[config.mk]
export PLATFORM = sky130hd
export DESIGN_NAME = vdma_pattern_source
export DESIGN_NICKNAME = d
export VERILOG_FILES = /design/src/rtl/vdma_pattern_source.sv
export SDC_FILE = /design/constraint.sdc
export NUM_CORES = 1
export LEC_CHECK = 0
export ABC_AREA = 1
export BUFFER_PORTS_ARGS = -buffer_cell sky130_fd_sc_hd__clkbuf_2
export CELL_PAD_IN_SITES_DETAIL_PLACEMENT = 1
export CELL_PAD_IN_SITES_GLOBAL_PLACEMENT = 1
export CORE_ASPECT_RATIO = 1.25
export CORE_UTILIZATION = 45
export CTS_CLUSTER_SIZE = 25
export DETAILED_ROUTE_END_ITERATION = 16
export HOLD_SLACK_MARGIN = 0.03
export PLACE_DENSITY = 0.77
export SYNTH_ARGS = -nofsm -noshare
export SYNTH_HDL_FRONTEND = slang
export SYNTH_SLANG_ARGS = --single-unit
[constraint.sdc]
create_clock -name m_axis_vid_aclk -period 8.72 [get_ports m_axis_vid_aclk]
set_input_delay 1.308 -clock m_axis_vid_aclk [delete_from_list [all_inputs] [get_ports m_axis_vid_aclk]]
set_output_delay 1.308 -clock m_axis_vid_aclk [all_outputs]
set_load 0.01 [all_outputs]
[src/rtl/vdma_pattern_source.sv]
`timescale 1ns/1ps
// AXI4-Stream test-pattern source producing VDMA-style line-packed words with tuser/tlast framing.
// Latency: control ops take effect 2 cycles after presentation; geometry applies from the next frame start.
// Backpressure: outputs are registered and held stable while tvalid && !tready.
module vdma_pattern_source #(
    parameter int HBLANK_CYCLES = 16,
    parameter int VBLANK_CYCLES = 64
) (
    input  logic        m_axis_vid_aclk,
    input  logic        areset,
    output logic [31:0] m_axis_vid_tdata,
    output logic        m_axis_vid_tlast,
    output logic        m_axis_vid_tuser,
    output logic        m_axis_vid_tvalid,
    input  logic        m_axis_vid_tready,
    input  logic [31:0] control_data,
    input  logic [7:0]  control_op,
    output logic [15:0] dbg_line,
    output logic [1:0]  dbg_state
);

    localparam logic [1:0] ST_IDLE   = 2'd0;
    localparam logic [1:0] ST_LINE   = 2'd1;
    localparam logic [1:0] ST_HBLANK = 2'd2;
    localparam logic [1:0] ST_VBLANK = 2'd3;

    localparam logic [7:0] OP_COLORMODE  = 8'd1;
    localparam logic [7:0] OP_DIMENSIONS = 8'd2;
    localparam logic [7:0] OP_PATTERN    = 8'd5;
    localparam logic [7:0] OP_ENABLE     = 8'd6;

    logic [7:0]  op_q;
    logic [31:0] data_q;
    logic [15:0] cfg_width, cfg_height, sh_width, sh_height;
    logic [1:0]  cfg_cm, cfg_pat, sh_cm, sh_pat;
    logic [23:0] cfg_solid, sh_solid;
    logic        cfg_en;

    logic [1:0]  state;
    logic [15:0] word_cnt, line_cnt, gap_cnt;
    logic [16:0] wpl;
    logic        last_word, next_is_last, first_is_last, last_line, hb_done, vb_done;

    always_ff @(posedge m_axis_vid_aclk or posedge areset) begin
        if (areset) begin
            op_q       <= 8'd0;
            data_q     <= 32'd0;
            cfg_width  <= 16'd640;
            cfg_height <= 16'd480;
            cfg_cm     <= 2'd1;
            cfg_pat    <= 2'd0;
            cfg_solid  <= 24'd0;
            cfg_en     <= 1'b0;
        end else begin
            op_q   <= control_op;
            data_q <= control_data;
            case (op_q)
                OP_COLORMODE:  cfg_cm <= data_q[1:0];
                OP_DIMENSIONS: begin
                    cfg_height <= data_q[31:16];
                    cfg_width  <= data_q[15:0];
                end
                OP_PATTERN: begin
                    cfg_pat   <= data_q[25:24];
                    cfg_solid <= data_q[23:0];
                end
                OP_ENABLE:     cfg_en <= data_q[0];
                default: ;
            endcase
        end
    end

    // Words per line from the frame's shadow geometry; 17 bits so width+3 cannot wrap.
    always_comb begin
        case (sh_cm)
            2'd0:    wpl = ({1'b0, sh_width} + 17'd3) >> 2;
            2'd1:    wpl = ({1'b0, sh_width} + 17'd1) >> 1;
            default: wpl = {1'b0, sh_width};
        endcase
    end

    assign last_word     = ({1'b0, word_cnt} + 17'd1) == wpl;
    assign next_is_last  = ({1'b0, word_cnt} + 17'd2) == wpl;
    assign first_is_last = (wpl == 17'd1);
    assign last_line     = (line_cnt + 16'd1) == sh_height;
    assign hb_done       = (HBLANK_CYCLES <= 1) || (gap_cnt == 16'(HBLANK_CYCLES - 1));
    assign vb_done       = (VBLANK_CYCLES <= 1) || (gap_cnt == 16'(VBLANK_CYCLES - 1));

    function automatic logic [31:0] pixel(input logic [15:0] w, input logic [15:0] l,
                                          input logic [1:0] pat, input logic [23:0] solid);
        case (pat)
            2'd0:    pixel = {8'h00, solid};
            2'd2:    pixel = (w[3] ^ l[3]) ? 32'hFFFF_FFFF : 32'h0000_0000;
            default: pixel = {l, w};
        endcase
    endfunction

    always_ff @(posedge m_axis_vid_aclk or posedge areset) begin
        if (areset) begin
            state             <= ST_IDLE;
            word_cnt          <= 16'd0;
            line_cnt          <= 16'd0;
            gap_cnt           <= 16'd0;
            m_axis_vid_tvalid <= 1'b0;
            m_axis_vid_tuser  <= 1'b0;
            m_axis_vid_tlast  <= 1'b0;
            m_axis_vid_tdata  <= 32'd0;
            sh_width          <= 16'd640;
            sh_height         <= 16'd480;
            sh_cm             <= 2'd1;
            sh_pat            <= 2'd0;
            sh_solid          <= 24'd0;
        end else begin
            case (state)
                ST_IDLE: begin
                    m_axis_vid_tvalid <= 1'b0;
                    if (cfg_en && cfg_width != 16'd0 && cfg_height != 16'd0) begin
                        sh_width  <= cfg_width;
                        sh_height <= cfg_height;
                        sh_cm     <= cfg_cm;
                        sh_pat    <= cfg_pat;
                        sh_solid  <= cfg_solid;
                        word_cnt  <= 16'd0;
                        line_cnt  <= 16'd0;
                        state     <= ST_LINE;
                    end
                end
                ST_LINE: begin
                    if (!m_axis_vid_tvalid) begin
                        m_axis_vid_tvalid <= 1'b1;
                        m_axis_vid_tdata  <= pixel(word_cnt, line_cnt, sh_pat, sh_solid);
                        m_axis_vid_tuser  <= (word_cnt == 16'd0) && (line_cnt == 16'd0);
                        m_axis_vid_tlast  <= last_word;
                    end else if (m_axis_vid_tready) begin
                        if (last_word) begin
                            m_axis_vid_tvalid <= 1'b0;
                            m_axis_vid_tuser  <= 1'b0;
                            m_axis_vid_tlast  <= 1'b0;
                            word_cnt          <= 16'd0;
                            line_cnt          <= line_cnt + 16'd1;
                            gap_cnt           <= 16'd0;
                            state             <= last_line ? ST_VBLANK : ST_HBLANK;
                        end else begin
                            word_cnt          <= word_cnt + 16'd1;
                            m_axis_vid_tdata  <= pixel(word_cnt + 16'd1, line_cnt, sh_pat, sh_solid);
                            m_axis_vid_tuser  <= 1'b0;
                            m_axis_vid_tlast  <= next_is_last;
                        end
                    end
                end
                // Preload the next line's first word so the gap is exactly HBLANK_CYCLES idle cycles.
                ST_HBLANK: begin
                    if (hb_done) begin
                        state             <= ST_LINE;
                        m_axis_vid_tvalid <= 1'b1;
                        m_axis_vid_tdata  <= pixel(16'd0, line_cnt, sh_pat, sh_solid);
                        m_axis_vid_tuser  <= 1'b0;
                        m_axis_vid_tlast  <= first_is_last;
                    end else begin
                        gap_cnt <= gap_cnt + 16'd1;
                    end
                end
                ST_VBLANK: begin
                    if (vb_done) state <= ST_IDLE;
                    else         gap_cnt <= gap_cnt + 16'd1;
                end
                default: state <= ST_IDLE;
            endcase
        end
    end

    assign dbg_line  = line_cnt;
    assign dbg_state = state;

endmodule
==> results.txt <==
Global routing used 30.52% of the available tracks across all layers. The tools report the hold buffer count at cts as 0. The multi-input combinational cells in the finished layout cover a total of 0.005797 mm^2.

The post-synth design cell area came out at 0.01291 mm^2. The final layout contains 1760 nets. Entering global routing, the biggest net connects 130 pins.

In the synthesized netlist the dominant register cell turns out to be sky130_fd_sc_hd__dfrtp_1. From bottom edge to top edge, the die measures 191.4 um. The maximum vdd ir drop is 0.1786 mV. Sorting the synthesized cells by area gives the leading types as sky130_fd_sc_hd__dfrtp_1 45%, sky130_fd_sc_hd__nand2_1 12%, sky130_fd_sc_hd__inv_1 5.0%, sky130_fd_sc_hd__nor2_1 4.7%, sky130_fd_sc_hd__nand3_1 3.9%.

Counting the fill cells in the layout gives 3495. For the worst flop-to-flop path, the logic depth is 11. The tools report the startpoint of the most critical setup path as sh_cm[1].

Once the floorplan was initialized, standard cells occupied 46.26% of the core. Summed over all instances, the cell type with the most area after synthesis is sky130_fd_sc_hd__dfrtp_1. For the number of antenna violations at the first check in global routing, the log shows 0. For this run, the number of standard cells in the final layout without fillers is 2074. The maximum level of the CTS H-tree was 1.

The number of cells upsized or downsized after cts is 0, and the worst hold slack is 0.4798 ns. Along the worst path, the maximum fanout reaches 64. In this run the clock root is driven by a sky130_fd_sc_hd__clkbuf_16. At the worst endpoint, the required time is 9.16 ns. In this run the power spent charging and discharging nets is 1.934 mW. The number of vias after detailed routing is 11650, and the clock-pin slew reported for the worst setup and hold paths after clock tree synthesis is 0.07 ns. In this run switching power makes up 43.53% of total power. The critical path contains buffers and inverters numbering 0 combined. By instance count, the cell type seen most on the critical path is sky130_fd_sc_hd__nand2_1. In the synthesized netlist, the cells that appear most often are 418 x sky130_fd_sc_hd__nand2_1, 232 x sky130_fd_sc_hd__dfrtp_1, 171 x sky130_fd_sc_hd__inv_1.

The layout overhead on the synthesized area was 12.16%; the logic depth of the worst path, buffers included was 11. The number of max-slew violations in the final report was 0. For this run, the slowest stage of the critical path takes 0.84 ns. The run finished with clean final reports. TritonCTS built the clock tree.

After detailed routing, the average wire length per cell comes to 20.80 um. The total wirelength of the detailed-routed design came out at 43140 um. In this run, CTS created clock tree buffers numbering 26. The die boundary width is 153.5 um, and the insertion delay of the later-clocked pin in the worst-skew pair is 0.55 ns.

The largest delay contributor family on the critical path is simple AND/OR/NAND/NOR gates. The transition time at the pin with the least slew margin is 1.103 ns. The number of setup buffers added after CTS is 0. The synthesized design contains 0 enable-type register cells. Dividing total power by cell area gives a power density of 306.9 mW/mm^2. The clock passes through at most 3 buffers.

For the final hold violation count, the log shows 0. The tools report the post-route antenna net violation count as 0. The number of standard cells after synthesis was 1634; the minimum clock period was 3.745 ns. Using the TritonRoute via totals, the vias-per-cell ratio works out to 5.617.

Arrival time at the worst endpoint: 4.18 ns. The flip-flop and latch count after synthesis came out at 246. Derived from the worst setup path, the maximum achievable clock frequency is 0.2670 GHz.

The global-route wire length before repair was 69120 um. Across the run, the number of max-cap violations was 0. The termination of the worst setup path was m_axis_vid_tdata[15]. The tools report the utilization after layout as 51.88%.

The worst setup path is captured at a flip-flop. The number of sinks on the clock net came out at 246. The sum of net half-perimeters after detailed placement is 32530 um, and the number of cell rows is 68.

The run gives 25.4% as the power share of the clock group. The tools report the summed negative setup slack over all endpoints as 0 ns. The startpoint type of the worst setup path is a flip-flop.

Summing all flip-flop and latch instances after layout gives 0.006173 mm^2. During I/O placement, the number of pins put on the boundary was 96. Yosys instantiated no cell more often than sky130_fd_sc_hd__nand2_1. Kind of critical path: flip-flop to flip-flop. Setup repair after global routing left no endpoint under its margin. Sequential cells account for 36.1% of the total power. Per report_power, the combinational group accounts for 38.5% of the total. Sequential elements use 47.82% of the synthesized area. The path class of the tightest hold or removal check is flip-flop to flip-flop.

The share of post-route cells with drive strength above 1 is 12.70%. The detailed router's first-iteration violation count is 650. Via count of the first global-routing pass: 12310. Full die area: 0.02937 mm^2. The internal reg-to-reg setup slack was 4.97 ns. The completed layout was analyzed and its total power is 4.444 mW.

The first-pass iteration count of the detailed router was 5; the core box area was 0.02791 mm^2. Port buffering added 95 buffers. The critical path goes through nor2_2 -> nand3_1 -> nand3_1 -> nand2_1 -> nand2_1 -> o21ai_0 -> nor2_1 -> nand4_1 -> nand2_2 -> nand2_1 -> o21ai_0.

For the final setup skew, the log shows 0.01125 ns. The tools report the capture instance of the worst register-to-register path as m_axis_vid_tdata[15]. The logs give 2026 for the number of instances in the placed design and 0 for the count of yosys warnings during synthesis. The logs give 2.509 mW for the internal power summed over all cells and 0 for the number of setup violations in the final report. The number of different library cells used by synthesis comes to 41. The tools report the global placement routability congestion as 0.9739. In the finished design, the share of the clock period the worst path needs comes to 42.95%.

For the remaining design rule violation count, the log shows 0. The slowest stage cell on the critical path was sky130_fd_sc_hd__nand2_2. The post-synthesis net count is 1690.

0 antenna diodes ended up in the layout. The leakage power figure is 7.010 nW, and the fraction of registers with async set/reset is 100.0%. After global routing the overflow that remains totals 0. For the headroom to the max-slew limit, the log shows 26.20%.

After synthesis, the largest area contributor takes up 44.97% of total cell area. The synthesized area divided by synthesized cell count came out at 7.900 um^2. In this run the critical register-to-register path is launched from sh_cm[1].
[registers in the layout, summed over array words and instances (netlist names), 2 cells and up]
register	cells
cfg_cm	2
cfg_height	16
cfg_pat	2
cfg_solid	24
cfg_width	16
data_q	32
dbg_line	16
dbg_state	2
gap_cnt	16
m_axis_vid_tdata	32
op_q	8
sh_cm	2
sh_height	16
sh_pat	2
sh_solid	24
sh_width	16
word_cnt	16
[per-layer routing]
| layer | wire (um) | track usage (%) | vias to the layer above |
|---|---|---|---|
| met3 | 1875 | 3.514 | 91 |
| met2 | 21520 | 54.06 | 282 |
| met4 | 1770 | 12.08 | 0 |
| li1 | - | - | 5504 |
| met1 | 17970 | 37.93 | 5772 |
| met5 | 0 | 0 | - |
[worst min path at each step]
stage / depth (start not counted) / endpoint / start / slack (ns)
3_5_place_dp: 1 / cfg_height[12] / data_q[28] / 0.48
3_3_place_gp: 1 / cfg_height[14] / data_q[30] / 0.46
2_1_floorplan: 2 / cfg_en / cfg_en / 0.45
5_1_grt: 1 / cfg_height[15] / data_q[31] / 0.49
6_report: 1 / cfg_height[15] / data_q[31] / 0.48
4_1_cts: 1 / cfg_height[15] / data_q[31] / 0.49
[placed cells by master, fill, tap and decap left out, types with 24 or more instances in the layout]
cell,n
sky130_fd_sc_hd__a21oi_1,64
sky130_fd_sc_hd__dfrtp_1,232
sky130_fd_sc_hd__nand3_1,99
sky130_fd_sc_hd__o21ai_1,53
sky130_fd_sc_hd__inv_1,170
sky130_fd_sc_hd__nand4_1,49
sky130_fd_sc_hd__clkbuf_2,95
sky130_fd_sc_hd__mux2_2,24
sky130_fd_sc_hd__xor2_1,42
sky130_fd_sc_hd__nand2_1,417
sky130_fd_sc_hd__nor2_1,160
sky130_fd_sc_hd__o21ai_0,97
sky130_fd_sc_hd__clkbuf_16,26
[power by group through the flow]
stage	Clock (mW)	Combinational [mW]	Sequential (mW)
final	1.13	1.71	1.60
after global placement	0	1.66	1.61
after global routing	1.19	1.92	1.62
after CTS	1.15	1.71	1.60
after floorplan	0	1.23	1.50
after detailed placement	0	1.70	1.61
[cells by family (layout without fill, tap and decap cells)]
group	after synthesis	after routing	synth area share [%]
fa+ha+maj	13	13	1.260
mux	24	24	2.094
simple gates	799	799	26.77
flops	246	246	47.82
xor+xnor	51	51	3.460
compound gates	264	264	11.20
buf+inv	237	327	7.396
[area by class of cell]
type / count / share of cell area, %
clock inverters: 10 / 0.8296
flip-flops and latches: 246 / 42.64
repair buffers: 103 / 3.699
well taps: 350 / 3.025
multi-input cells: 1151 / 40.04
clock buffers: 38 / 5.150
inverters: 176 / 4.623
[through the flow]
stage / setup WS (ns) / instance area [um^2]
floorplan: 0.6770 / 12910
global placement: 5.134 / 13610
detailed placement: 5.021 / 13610
CTS: 5.007 / 14480
global route: 4.650 / 14480
finish: 4.975 / 14480
(Power assumes the default switching activity.)
